## config.mk

```make
export PLATFORM = sky130hd
export DESIGN_NAME = tick_gen
export DESIGN_NICKNAME = d
export VERILOG_FILES = /design/src/rtl/tick_pkg.sv /design/src/rtl/tick_gen_debounce.sv /design/src/rtl/tick_gen.sv
export SDC_FILE = /design/constraint.sdc
export NUM_CORES = 1
export LEC_CHECK = 0
export ABC_AREA = 1
export CAP_MARGIN = 5
export CORE_MARGIN = 3
export CORE_UTILIZATION = 50
export CTS_CLUSTER_DIAMETER = 200
export DETAILED_ROUTE_END_ITERATION = 7
export HOLD_SLACK_MARGIN = 0.02
export MAX_ROUTING_LAYER = met4
export PLACE_DENSITY = 0.67
export SKIP_CTS_REPAIR_TIMING = 1
export SYNTH_ARGS = -nofsm -noshare
export SYNTH_HDL_FRONTEND = slang
export SYNTH_SLANG_ARGS = --single-unit
export TNS_END_PERCENT = 5
```

## constraint.sdc

```tcl
create_clock -name clk -period 3.4 [get_ports clk]
set_input_delay 1.02 -clock clk [delete_from_list [all_inputs] [get_ports clk]]
set_output_delay 1.02 -clock clk [all_outputs]
set_load 0.1 [all_outputs]
```

## src/rtl/tick_pkg.sv

```systemverilog
// Shared types and default timing constants for the tick generator front end.
// Defaults assume a 50 MHz system clock.
package tick_pkg;

    typedef enum logic [1:0] {IDLE, HOLD, REPEAT} set_state_t;

    localparam int DEF_DIV     = 50_000_000;
    localparam int DEF_DB_CYC  = 1_000_000;
    localparam int DEF_RPT_DLY = 25_000_000;
    localparam int DEF_RPT_PER = 5_000_000;

    // Counter width able to hold 0..n-1, never narrower than one bit.
    function automatic int cnt_w(input int n);
        return (n > 1) ? $clog2(n) : 1;
    endfunction

endpackage

```

## src/rtl/tick_gen_debounce.sv

```systemverilog
// Pushbutton conditioner: 2-flop synchronizer on the inverted (active-high)
// button, then a stability counter that flips db after DB_CYC steady cycles.
module debounce
    import tick_pkg::*;
#(
    parameter int DB_CYC = DEF_DB_CYC
) (
    input  logic clk,
    input  logic rst_n,
    input  logic raw_n,
    output logic db
);

    localparam int CW = cnt_w(DB_CYC);

    logic [1:0]    sync;
    logic [CW-1:0] cnt;

    always_ff @(posedge clk or negedge rst_n) begin
        if (!rst_n) begin
            sync <= '0;
            cnt  <= '0;
            db   <= 1'b0;
        end else begin
            sync <= {sync[0], ~raw_n};
            // Any sample that agrees with db restarts the stability window.
            if (sync[1] == db) begin
                cnt <= '0;
            end else if (cnt == CW'(DB_CYC - 1)) begin
                db  <= ~db;
                cnt <= '0;
            end else begin
                cnt <= cnt + 1'b1;
            end
        end
    end

endmodule

```

## src/rtl/tick_gen.sv

```systemverilog
// Timing source for the BCD counter chain: prescaled 1 Hz tick, replaced by
// debounced set pulses with auto-repeat while the set button is held.
module tick_gen
    import tick_pkg::*;
#(
    parameter int DIV     = DEF_DIV,
    parameter int DB_CYC  = DEF_DB_CYC,
    parameter int RPT_DLY = DEF_RPT_DLY,
    parameter int RPT_PER = DEF_RPT_PER
) (
    input  logic clk,
    input  logic rst_n,
    input  logic run,
    input  logic set_btn_n,
    output logic tick,
    output logic setting
);

    localparam int TW = cnt_w((RPT_DLY > RPT_PER) ? RPT_DLY : RPT_PER);
    localparam int PW = cnt_w(DIV);

    logic          db;
    set_state_t    state, state_nxt;
    logic [TW-1:0] timer, timer_nxt;
    logic [PW-1:0] presc, presc_nxt;
    logic          set_pulse, norm_pulse;

    debounce #(.DB_CYC(DB_CYC)) u_db (
        .clk   (clk),
        .rst_n (rst_n),
        .raw_n (set_btn_n),
        .db    (db)
    );

    always_ff @(posedge clk or negedge rst_n) begin
        if (!rst_n) begin
            state <= IDLE;
            timer <= '0;
        end else begin
            state <= state_nxt;
            timer <= timer_nxt;
        end
    end

    // Release is tested before the terminal count so a release cycle never pulses.
    always_comb begin
        state_nxt = state;
        timer_nxt = timer;
        set_pulse = 1'b0;
        case (state)
            IDLE: begin
                if (db) begin
                    state_nxt = HOLD;
                    set_pulse = 1'b1;
                    timer_nxt = '0;
                end
            end
            HOLD: begin
                if (!db) begin
                    state_nxt = IDLE;
                end else if (timer == TW'(RPT_DLY - 1)) begin
                    state_nxt = REPEAT;
                    set_pulse = 1'b1;
                    timer_nxt = '0;
                end else begin
                    timer_nxt = timer + 1'b1;
                end
            end
            REPEAT: begin
                if (!db) begin
                    state_nxt = IDLE;
                end else if (timer == TW'(RPT_PER - 1)) begin
                    set_pulse = 1'b1;
                    timer_nxt = '0;
                end else begin
                    timer_nxt = timer + 1'b1;
                end
            end
            default: state_nxt = IDLE;
        endcase
    end

    // Prescaler is held at zero whenever a set pulse can occur, including the
    // IDLE->HOLD cycle, so set and normal pulses can never collide.
    always_comb begin
        presc_nxt  = presc;
        norm_pulse = 1'b0;
        if (state != IDLE || state_nxt != IDLE) begin
            presc_nxt = '0;
        end else if (run) begin
            if (presc == PW'(DIV - 1)) begin
                presc_nxt  = '0;
                norm_pulse = 1'b1;
            end else begin
                presc_nxt = presc + 1'b1;
            end
        end
    end

    always_ff @(posedge clk or negedge rst_n) begin
        if (!rst_n) begin
            presc   <= '0;
            tick    <= 1'b0;
            setting <= 1'b0;
        end else begin
            presc   <= presc_nxt;
            tick    <= set_pulse | norm_pulse;
            setting <= (state_nxt != IDLE);
        end
    end

endmodule
```

## Yosys cells after proc, flatten, opt, wreduce, memory -nomap -nowiden

Cells that the tools add are included.
Widths: inputs -> output; s select.

| storage, ports and cells | value |
|---|---|
| register bits | 78 |
| input bits | 4 |
| output and inout bits | 2 |

| operators by class | value |
|---|---|
| add/sub/neg operators | 3 |
| equal/unequal tests | 10 |
| muxes and demuxes | 25 |
| bitwise logic cells | 4 |
| reduce and logical (&&, ||, !) cells | 8 |

Operators by type and width:

| kind | number |
|---|---|
| $mux 25 | 5 |
| $mux 26 | 3 |
| $pmux 25 s3 | 1 |
| $mux 20 | 2 |
| $add 26x1->26 const B | 1 |
| $eq 26x26->1 const B | 1 |
| $add 25x1->25 const B | 1 |
| $eq 25x23->1 const B | 1 |
| $eq 25x25->1 const B | 1 |
| $add 20x1->20 const B | 1 |
| $eq 20x20->1 const B | 1 |
| $mux 1 | 8 |
| $mux 2 | 4 |
| $ne 2x1->1 const B | 3 |
| $pmux 2 s3 | 1 |
| $reduce_bool 2->1 | 3 |
| $reduce_and 4->1 | 1 |
| $not 1->1 | 3 |
| $pmux 1 s3 | 1 |
| $reduce_bool 3->1 | 1 |
| $eq 2x1->1 const B | 1 |
| $eq 2x2->1 const B | 1 |
| $logic_not 2->1 | 1 |
| $reduce_and 2->1 | 1 |
| other kinds (3) | 3 |

## Logic depth before layout (Yosys ltp)

Gate-level depths: netlist of the first run.

| depth | value |
|---|---|
| word-level depth | 8 |
| gate-level depth with buffers | 14 |
| mapped depth without buffers | 13 |

## Modules after synthesis

A second synthesis of the first run with hierarchy kept.

| unflattened totals | value |
|---|---|
| cell total of the unflattened synthesis | 685 |
| area, all modules | 5,142.4 um^2 |

By module, submodules not included:

| module | instances | cells an instance | area an instance (um^2) | seq. area each (um^2) |
|---|---|---|---|---|
| tick_gen | 1 | 523 | 3,803.6 | 1,376.3 |
| debounce | 1 | 162 | 1,338.8 | 575.6 |

## Worst setup path after synthesis of the first run

No wires, ideal clock.

| timing path | value |
|---|---|
| kind | input -> register |
| from | input port run |
| to | register presc[8] |
| arrival | 1.956 ns |
| required time | 3.285 ns |
| slack | 1.329 ns |
| stages | 7 |
| path buffers | 1 |
| path through | clkbuf_1 -> inv_1 -> nor3_1 -> nand4_1 -> xor2_1 -> inv_1 -> nor2_1 |

| on the way | value |
|---|---|
| word-level cells in the longest chain between the ends | 1 |

RTL lines:

| element | line | text |
|---|---|---|
| from (decl) | tick_gen.sv:13 | `input logic run,` |
| $reduce_bool 2->1 (no source line) | n/a |  |
| to (signal assigned) | tick_gen.sv:106 | `presc <= presc_nxt;` |
| to (decl) | tick_gen.sv:25 | `logic [PW-1:0] presc, presc_nxt;` |

No other way between the ends.
A chain may end at the register's enable or synchronous reset.

## Worst setup path after layout of the first run

| timing path | value |
|---|---|
| from | register state[0] |
| to | register timer[21] |

| on the way | value |
|---|---|
| word-level cells in the longest chain between the ends | 3 |
| elaborated cells between the ends (all ways) | 9 |
| classes of those cells | eq/ne: 5; mux: 1; reduce/logical: 3 |

RTL lines:

| element | line | text |
|---|---|---|
| from (decl) | tick_gen.sv:23 | `set_state_t state, state_nxt;` |
| from (signal assigned) | tick_gen.sv:40 | `state <= state_nxt;` |
| $eq 2x1->1, or another cell as far along | tick_gen.sv:50 | `case (state)` |
| $ne 2x1->1 (no source line) / $reduce_bool 3->1 (equally long branches) | n/a |  |
| $reduce_and 4->1 (no source line) | n/a |  |
| to (signal assigned) | tick_gen.sv:41 | `timer <= timer_nxt;` |
| to (decl) | tick_gen.sv:24 | `logic [TW-1:0] timer, timer_nxt;` |

Several ways; a longest one is shown, not always the timed one.

==> impl_metrics.env, run 1 <==
export IMPL_slew_viol_final=0
export IMPL_finalSetupViolations=0
export IMPL_row_count=35
export IMPL_path_max_fanout=19
export IMPL_core_area_um2=9280
export IMPL_synth_cell_type_count=34
export IMPL_htreeDepth=3
export IMPL_synthTopCellsByArea="dfrtp_1 (41%), nor2_1 (11%), nand2_1 (9.8%)"
export IMPL_diodes=0
export IMPL_clkSinkCount=78
export IMPL_setup_slack_ns=1.05
export IMPL_synth_seq_cells=78
export IMPL_avgSynthCellArea_um2=7.15
export IMPL_grt_pass1_vias=4129
export IMPL_use_met1_pct=26.4
export IMPL_cts_reportedPaths_clkPinSlew_ns=0.10
export IMPL_hold_path_startpoint="u_db.sync[0]$_DFF_PN0_"
export IMPL_max_freq_mhz=426
export IMPL_ios=6
export IMPL_fin_nets=691
export IMPL_fin_tns_setup_ns=0
export IMPL_dieWidth_um=104
export IMPL_area_growth_syn_to_layout_pct=7.90
export IMPL_cp_top_family="buffers and inverters"
export IMPL_netlist_area_um2=4800
export IMPL_routabilityCongestion=0.928
export IMPL_synthCells=671
export IMPL_grt_usage_pct=21.4
export IMPL_required_ns=3.64
export IMPL_worstSetupEndpointType="flip-flop"
export IMPL_crit_slowest_cell="nor3_2"
export IMPL_cp_startpoint="state[0]$_DFF_PN0_"
export IMPL_initial_core_util_pct=51.7
export IMPL_insertion_delay_ns=0.36
export IMPL_drc=0
export IMPL_period_needed_ns=2.35
export IMPL_finish_utilization_pct=55.8
export IMPL_synth_warnings=0
export IMPL_grt_pass1_wl_um=18700
export IMPL_rsz0062_at_grt="false"
export IMPL_yosys_area_top_type="dfrtp_1"
export IMPL_hold_viol=0
export IMPL_start_kind="flip-flop"
export IMPL_skew_ns=0.0147
export IMPL_drtIter0Drc=209
export IMPL_status="finished clean"
export IMPL_dpl_hpwl_um=8070
export IMPL_port_buffers=5
export IMPL_grt_busiest_layer="met2"
export IMPL_seq_area_frac_synth_pct=40.7
export IMPL_vias=4285
export IMPL_drv_cap=0
export IMPL_cts_buffers=9
export IMPL_fill_cells=912
export IMPL_gr_usage_met3_pct=4.16
export IMPL_drt_pass1_iterations=5
export IMPL_wl_um=10800
export IMPL_layout_drive_gt1_share_pct=6.42
export IMPL_regArea_um2=1950
export IMPL_critPathArrivalTime_ns=2.59
export IMPL_dieArea_um2=10800
export IMPL_cts_root_buffer="clkbuf_8"
export IMPL_wl_per_cell_um=13.3
export IMPL_cp_cell_sequence="inv_1 -> ha_1 -> inv_1 -> nor2_1 -> nor3_2 -> buf_4 -> nand2_1 -> inv_2 -> nor2_1"
export IMPL_synth_top_area_share_pct=40.7
export IMPL_synth_edff_count=0
export IMPL_max_stage_delay_ns=0.43
export IMPL_relSlewSlack_pct=66.7
export IMPL_hold_class="reg -> reg"
export IMPL_path_buf_inv=4
export IMPL_fp_dieH_um=104
export IMPL_worst_pin_slew_ns=0.499
export IMPL_antenna_left=0
export IMPL_grt_overflow=0
export IMPL_grtUsageMet2_pct=35.9
export IMPL_grt_max_degree=40
export IMPL_p_leak_nw=2.31
export IMPL_cts_tree="yes"
export IMPL_path_class="reg -> reg"
export IMPL_grt_antenna_before_repair=0
export IMPL_ys_async_sr_fraction_pct=100
export IMPL_multi_input_area_um2=2440
export IMPL_fin_crit_sh_pct=69.0
export IMPL_ir_drop_v=0.000226
export IMPL_r2r_start="state[0]$_DFF_PN0_"
export IMPL_powerDensity_nw_per_um2=389
export IMPL_place_ws_ns=0.874
export IMPL_avgViaCountPerCell=5.26
export IMPL_synth_net_count=682
export IMPL_clockBufferDepth=2
export IMPL_synth_ff_type="dfrtp_1"
## kinds of logic after synthesis
logic type | share of synthesized area, %
XOR/XNOR | 6.57
AO/OA/AOI/OAI | 6.10
flip-flops | 40.7
multiplexers | 0.235
buffers and inverters | 8.42
adder cells (fa/ha/maj) | 1.82
AND/OR/NAND/NOR | 36.2
## worst paths after layout
| check | endpoint | slack (ns) | cells after the start |
|---|---|---|---|
| worst max register to register | timer[21]$_DFFE_PN0P_ | 1.05 | 9 |
| worst max-delay path | timer[21]$_DFFE_PN0P_ | 1.05 | 9 |
| worst min register to register | u_db.sync[1]$_DFF_PN0_ | 0.37 | 0 |
| min in group asynchronous | timer[18]$_DFFE_PN0P_ | 0.61 | 1 |
| worst min-delay path | u_db.sync[1]$_DFF_PN0_ | 0.37 | 0 |
| max in group asynchronous | timer[23]$_DFFE_PN0P_ | 2.12 | 2 |
## metal layers
metal / wire length [um] / part of all wire [%] / vias up
li1: - / - / 2168
met1: 4990 / 46 / 2034
met2: 5330 / 49 / 67
met3: 343 / 3.2 / 16
met4: 180 / 1.7 / 0
met5: 0 / 0 / -
## synthesized netlist by cell type (all sizes together), types with 2 or more instances
cell and count:
a21oi 20, a31oi 5, buf 5, clkbuf 7
dfrtp 78, ha 7, inv 90, nand2 129
nand3 46, nand3b 3, nand4 30, nor2 150
nor3 28, nor3b 2, nor4 3, o21ai 26
xnor2 5, xor2 31
## placed cells by master, fill, tap and decap left out, drive strengths merged, types with 7 or more instances in the layout
cell type	n
a21oi	20
nand2	129
clkbuf	9
buf	8
ha	7
nand3	46
nand4	30
nor2	150
nor3	28
xor2	31
inv	93
o21ai	26
dfrtp	78
## where the power goes
group          internal [mW]  total [mW]  switching [mW]  leakage (nW)
logic                 0.0779       0.228           0.150          1.15
clock network          0.350       0.737           0.387         0.102
registers              0.983        1.05          0.0688          1.06
total                   1.41        2.02           0.607          2.31
## cell type report
| cell class | instances | share of cell area (%) |
|---|---|---|
| Multi-Input combinational cell | 491 | 47.2 |
| Sequential cell | 78 | 37.7 |
| Inverter | 90 | 6.52 |
| Tap cell | 129 | 3.12 |
| Clock buffer | 9 | 2.39 |
| Clock inverter | 7 | 1.55 |
| Timing Repair Buffer | 10 | 1.55 |
## through the flow
stage	total power [mW]	instance area (um^2)	cells	hold WS (ns)
floorplan	1.22	4800	671	0.331
global placement	1.29	4980	798	0.339
detailed placement	1.30	4980	798	0.342
CTS	2.04	5180	814	0.373
global route	2.13	5180	814	0.383
finish	2.02	5180	814	0.369
## state kept, by name, indices dropped and copies added (netlist names)
| name | flops |
|---|---|
| u_db.db | 1 |
| u_db.cnt | 20 |
| setting | 1 |
| timer | 25 |
| tick | 1 |
| u_db.sync | 2 |
| state | 2 |
| presc | 26 |
(Power assumes the default switching activity.)
==> run 2: changes to the inputs <==
- PLACE_DENSITY: 0.67 -> 0.69
- clock period: 3.4 -> 2.15 ns (I/O delays scaled with it)
==> run 2 against run 1 <==
Net effect: largest power group unchanged; non-clock buffer count rose by 8; critical endpoint is now presc[16]$_DFFE_PN0P_; sequential power rose by 58%; final cell count rose by 0.98%; global-route usage fell by 0.34 points.
==> impl_metrics.env, run 2 (synthesis results as in run 1) <==
export IMPL_hold_viol=0
export IMPL_vias=4269
export IMPL_largest_register_ff_count=26
export IMPL_finalSetupViolations=0
export IMPL_top_regs="presc x26, timer x25, u_db.cnt x20"
export IMPL_avgViaCountPerCell=5.19
export IMPL_drt_pass1_iterations=4
export IMPL_path_max_fanout=13
export IMPL_endpoint="presc[16]$_DFFE_PN0P_"
export IMPL_p_leak_nw=2.36
export IMPL_path_class="reg -> reg"
export IMPL_insertion_delay_ns=0.35
export IMPL_powerDensity_nw_per_um2=593
export IMPL_dpl_hpwl_um=8030
export IMPL_cts_buffers=9
export IMPL_cp_depth=10
export IMPL_rr_worst_depth=10
export IMPL_core_area_um2=9280
export IMPL_grt_usage_pct=21.1
export IMPL_rrSetupSlack_ns=0.18
export IMPL_diodes=0
export IMPL_r2r_start="timer[0]$_DFFE_PN0P_"
export IMPL_required_ns=2.38
export IMPL_fin_crit_sh_pct=91.7
export IMPL_cp_cell_sequence="ha_1 -> nand2_1 -> nor2_2 -> nand2_1 -> nor2_1 -> nand2_1 -> o21ai_0 -> nand2_1 -> nand3_4 -> nor2_1"
export IMPL_initial_core_util_pct=51.7
export IMPL_path_buf_inv=0
export IMPL_area_growth_syn_to_layout_pct=9.49
export IMPL_slew_viol_final=0
export IMPL_fin_nets=700
export IMPL_fp_dieH_um=104
export IMPL_cts_reportedPaths_clkPinSlew_ns=0.09
export IMPL_drtIter0Drc=290
export IMPL_skew_ns=0.0137
export IMPL_crit_top_cell="nand2_1"
export IMPL_relSlewSlack_pct=70.2
export IMPL_totalPowerFinal_mw=3.12
export IMPL_critPathArrivalTime_ns=2.20
export IMPL_drc=0
export IMPL_max_stage_delay_ns=0.41
export IMPL_dpl_cell_area_um2=5050
export IMPL_layout_drive_gt1_share_pct=7.65
export IMPL_routabilityCongestion=0.920
export IMPL_wl_per_cell_um=13.5
export IMPL_largest_register="presc"
export IMPL_cp_startpoint="timer[0]$_DFFE_PN0P_"
export IMPL_grt_pass1_vias=3990
export IMPL_grt_antenna_before_repair=0
export IMPL_layout_common_cells="nor2_1 (143), nand2_1 (125), inv_1 (88)"
export IMPL_cts_tree="yes"
export IMPL_htreeDepth=3
export IMPL_start_kind="flip-flop"
export IMPL_ios=6
export IMPL_status="finished clean"
export IMPL_finish_utilization_pct=56.6
export IMPL_grt_max_degree=40
export IMPL_cp_top_family="simple AND/OR/NAND/NOR gates"
export IMPL_drv_cap=0
export IMPL_ir_drop_v=0.000369
export IMPL_design_area_um2=5260
export IMPL_clkSinkCount=78
export IMPL_rsz0062_at_grt="true"
export IMPL_grt_pass1_wl_um=18300
export IMPL_hold_class="in -> async"
export IMPL_row_count=35
export IMPL_cts_root_buffer="clkbuf_8"
export IMPL_dieWidth_um=104
export IMPL_antenna_left=0
export IMPL_finalHoldWorstSlack_ns=0.152
export IMPL_port_buffers=5
export IMPL_max_freq_mhz=507
export IMPL_worstSetupEndpointType="flip-flop"
export IMPL_clockBufferDepth=2
export IMPL_grt_overflow=0
export IMPL_dieArea_um2=10800
export IMPL_wl_um=11100
export IMPL_worst_pin_slew_ns=0.442
export IMPL_rr_endpoint="presc[16]$_DFFE_PN0P_"
export IMPL_layout_commonest_cell="nor2_1"
export IMPL_period_needed_ns=1.97
export IMPL_crit_slowest_cell="dfrtp_1"
## run 2: cell type report
type / instances / area [um^2]
clock buffer: 9 / 124
clock inverter: 6 / 61.3
fill: 874 / 4030
inverter: 90 / 338
multi-input combinational: 492 / 2470
sequential: 78 / 1950
tap: 129 / 161
timing repair buffer: 18 / 153
## run 2: worst min-delay path by stage
stage,start,to,cells past startpoint
after CTS,rst_n,timer[21]$_DFFE_PN0P_,1
after global routing,rst_n,timer[21]$_DFFE_PN0P_,1
after global placement,u_db.sync[0]$_DFF_PN0_,u_db.sync[1]$_DFF_PN0_,0
final,rst_n,timer[21]$_DFFE_PN0P_,1
after detailed placement,u_db.sync[0]$_DFF_PN0_,u_db.sync[1]$_DFF_PN0_,0
after floorplan,u_db.sync[0]$_DFF_PN0_,u_db.sync[1]$_DFF_PN0_,0
## run 2: worst register-to-register path, cell delays in order, from the launching register on
cell	delay (ns)
dfrtp_1	0.41
ha_1	0.18
nand2_1	0.06
nor2_2	0.12
nand2_1	0.10
nor2_1	0.11
nand2_1	0.08
o21ai_0	0.14
nand2_1	0.25
nand3_4	0.31
nor2_1	0.08
## run 2: routing by layer
layer	track usage [%]	wire length, um	share of wire, %
met1	27.6	5290	48
met2	33.5	5170	47
met3	4.47	516	4.6
met4	5.60	133	1.2
met5	-	0	0
## run 2: stage by stage
| step | TNS (ns) | worst slack, ns | cells |
|---|---|---|---|
| final | 0 | 0.179 | 822 |
| after global placement | 0 | 0.187 | 806 |
| after CTS | 0 | 0.128 | 821 |
| after detailed placement | 0 | 0.153 | 806 |
| after global routing | -0.0302 | -0.0191 | 822 |
| after floorplan | 0 | 0.352 | 671 |
## run 2: power breakdown
part | leakage (nW) | switching [mW] | internal [mW]
Combinational | 1.21 | 0.234 | 0.130
Sequential | 1.06 | 0.105 | 1.55
Clock | 0.0953 | 0.563 | 0.529
Total | 2.36 | 0.903 | 2.21
==> run 3: changes to the inputs <==
- CORE_MARGIN: 3 -> 2
==> run 3 against run 2 <==
Net effect: worst setup slack worse by 0.014 ns; final area grew 2.5%; via count rose by 2.6%; largest power group unchanged; critical endpoint is now timer[24]$_DFFE_PN0P_; power rose by 8.3%; worst hold slack improved by 0.11 ns; highest routed layer unchanged; final cell count grew 0.36%.
==> impl_metrics.env, run 3 (synthesis results as in run 1) <==
export IMPL_ios=6
export IMPL_start_kind="flip-flop"
export IMPL_wl_per_cell_um=14.5
export IMPL_clockBufferDepth=2
export IMPL_fin_crit_sh_pct=92.3
export IMPL_routabilityCongestion=0.938
export IMPL_drtIter0Drc=293
export IMPL_hold_class="in -> async"
export IMPL_cts_root_buffer="clkbuf_8"
export IMPL_core_area_um2=9280
export IMPL_critPathArrivalTime_ns=2.24
export IMPL_period_needed_ns=1.99
export IMPL_port_buffers=5
export IMPL_p_int_mw=2.42
export IMPL_totalPowerFinal_mw=3.37
export IMPL_hold_viol=0
export IMPL_grt_max_degree=79
export IMPL_crit_slowest_cell="dfrtp_1"
export IMPL_cts_buffers=9
export IMPL_layout_commonest_cell="nor2_1"
export IMPL_insertion_delay_ns=0.37
export IMPL_worstSetupEndpointType="flip-flop"
export IMPL_dieArea_um2=10400
export IMPL_place_ws_ns=0.110
export IMPL_setup_slack_ns=0.164
export IMPL_wl_um=12000
export IMPL_drc=0
export IMPL_grt_usage_pct=24.6
export IMPL_p_comb_share_pct=11.3
export IMPL_antenna_left=0
export IMPL_area_growth_syn_to_layout_pct=12.2
export IMPL_seqPwrFrac_pct=49.4
export IMPL_swShare_pct=28.3
export IMPL_diodes=0
export IMPL_grt_overflow=0
export IMPL_cts_reportedPaths_clkPinSlew_ns=0.09
export IMPL_netSwitchingPower_uw=956
export IMPL_layout_common_cells="nor2_1 (140), nand2_1 (124), inv_1 (88)"
export IMPL_fin_nets=702
export IMPL_clkSinkCount=78
export IMPL_layout_drive_gt1_share_pct=8.62
export IMPL_vias=4378
export IMPL_slew_viol_final=0
export IMPL_grt_pass1_wl_um=19500
export IMPL_worst_pin_slew_ns=0.457
export IMPL_path_max_fanout=10
export IMPL_status="finished clean"
export IMPL_max_freq_mhz=504
export IMPL_grt_pass1_vias=4157
export IMPL_top_regs="presc x26, timer x25, u_db.cnt x20"
export IMPL_powerDensity_nw_per_um2=627
export IMPL_fp_dieH_um=102
export IMPL_finalHoldWorstSlack_ns=0.259
export IMPL_relSlewSlack_pct=69.5
export IMPL_skew_ns=0.0171
export IMPL_cts_tree="yes"
export IMPL_required_ns=2.41
export IMPL_dieWidth_um=102
export IMPL_fin_tns_setup_ns=0
export IMPL_initial_core_util_pct=51.7
export IMPL_largest_register_ff_count=26
export IMPL_dpl_hpwl_um=8220
export IMPL_grt_antenna_before_repair=0
export IMPL_avgViaCountPerCell=5.31
export IMPL_path_class="reg -> reg"
export IMPL_max_stage_delay_ns=0.42
export IMPL_drv_cap=0
export IMPL_largest_register="presc"
export IMPL_rsz0062_at_grt="true"
export IMPL_drt_pass1_iterations=5
export IMPL_row_count=35
export IMPL_cp_cell_sequence="inv_1 -> ha_1 -> inv_1 -> a21oi_1 -> nor3_2 -> inv_2 -> nor3_2 -> xor2_1 -> nor2_1"
export IMPL_p_leak_nw=2.44
export IMPL_ir_drop_v=0.000541
export IMPL_clkPwrFrac_pct=39.4
export IMPL_htreeDepth=3
export IMPL_finalSetupViolations=0
[run 3: final timing paths]
| kind | end | from | slack (ns) | cells after the start |
|---|---|---|---|---|
| min in group clk | u_db.sync[1]$_DFF_PN0_ | u_db.sync[0]$_DFF_PN0_ | 0.36 | 0 |
| worst max register to register | timer[24]$_DFFE_PN0P_ | state[1]$_DFF_PN0_ | 0.16 | 9 |
| worst min-delay path | timer[15]$_DFFE_PN0P_ | rst_n | 0.26 | 2 |
| max in group asynchronous | presc[1]$_DFFE_PN0P_ | rst_n | 1.50 | 2 |
| worst min register to register | u_db.sync[1]$_DFF_PN0_ | u_db.sync[0]$_DFF_PN0_ | 0.36 | 0 |
| worst max-delay path | timer[24]$_DFFE_PN0P_ | state[1]$_DFF_PN0_ | 0.16 | 9 |
[run 3: per-stage QoR]
stage          cell area (um^2)  instances  utilization (%)
2_1_floorplan              4800        671                -
3_3_place_gp               5050        805             54.4
3_5_place_dp               5050        805             54.4
4_1_cts                    5290        821             57.0
5_1_grt                    5390        825             58.0
6_report                   5390        825             58.0
[run 3: routing by layer]
| layer | global-route usage [%] | vias to the layer above | wire [um] |
|---|---|---|---|
| li1 | - | 2200 | - |
| met2 | 39.4 | 106 | 5750 |
| met5 | - | - | 0 |
| met4 | 8.00 | 0 | 225 |
| met1 | 32.4 | 2053 | 5510 |
| met3 | 3.42 | 19 | 494 |
[run 3: critical path, delay by kind of cell, from the launching register on]
| kind | cells | cell delay (ns) |
|---|---|---|
| and+or+nand+nor | 3 | 0.56 |
| DFF | 1 | 0.42 |
| adders and majority gates | 1 | 0.24 |
| AOI/OAI and AO/OA | 1 | 0.09 |
| buffers and inverters | 3 | 0.40 |
| xor gates and xnor gates | 1 | 0.16 |
[run 3: final cells by class]
cell class                      count  area, um^2
Inverter                           90         339
Timing Repair Buffer               18         165
Fill cell                         913        3900
Multi-Input combinational cell    494        2530
Tap cell                          129         161
Clock buffer                       11         151
Clock inverter                      5        88.8
Sequential cell                    78        1950
[run 3: power groups by stage]
stage          Clock (mW)  Combinational (mW)  Sequential [mW]
2_1_floorplan           0               0.269             1.65
3_3_place_gp            0               0.360             1.69
3_5_place_dp            0               0.374             1.69
4_1_cts              1.36               0.377             1.66
5_1_grt              1.42               0.443             1.68
6_report             1.33               0.380             1.67
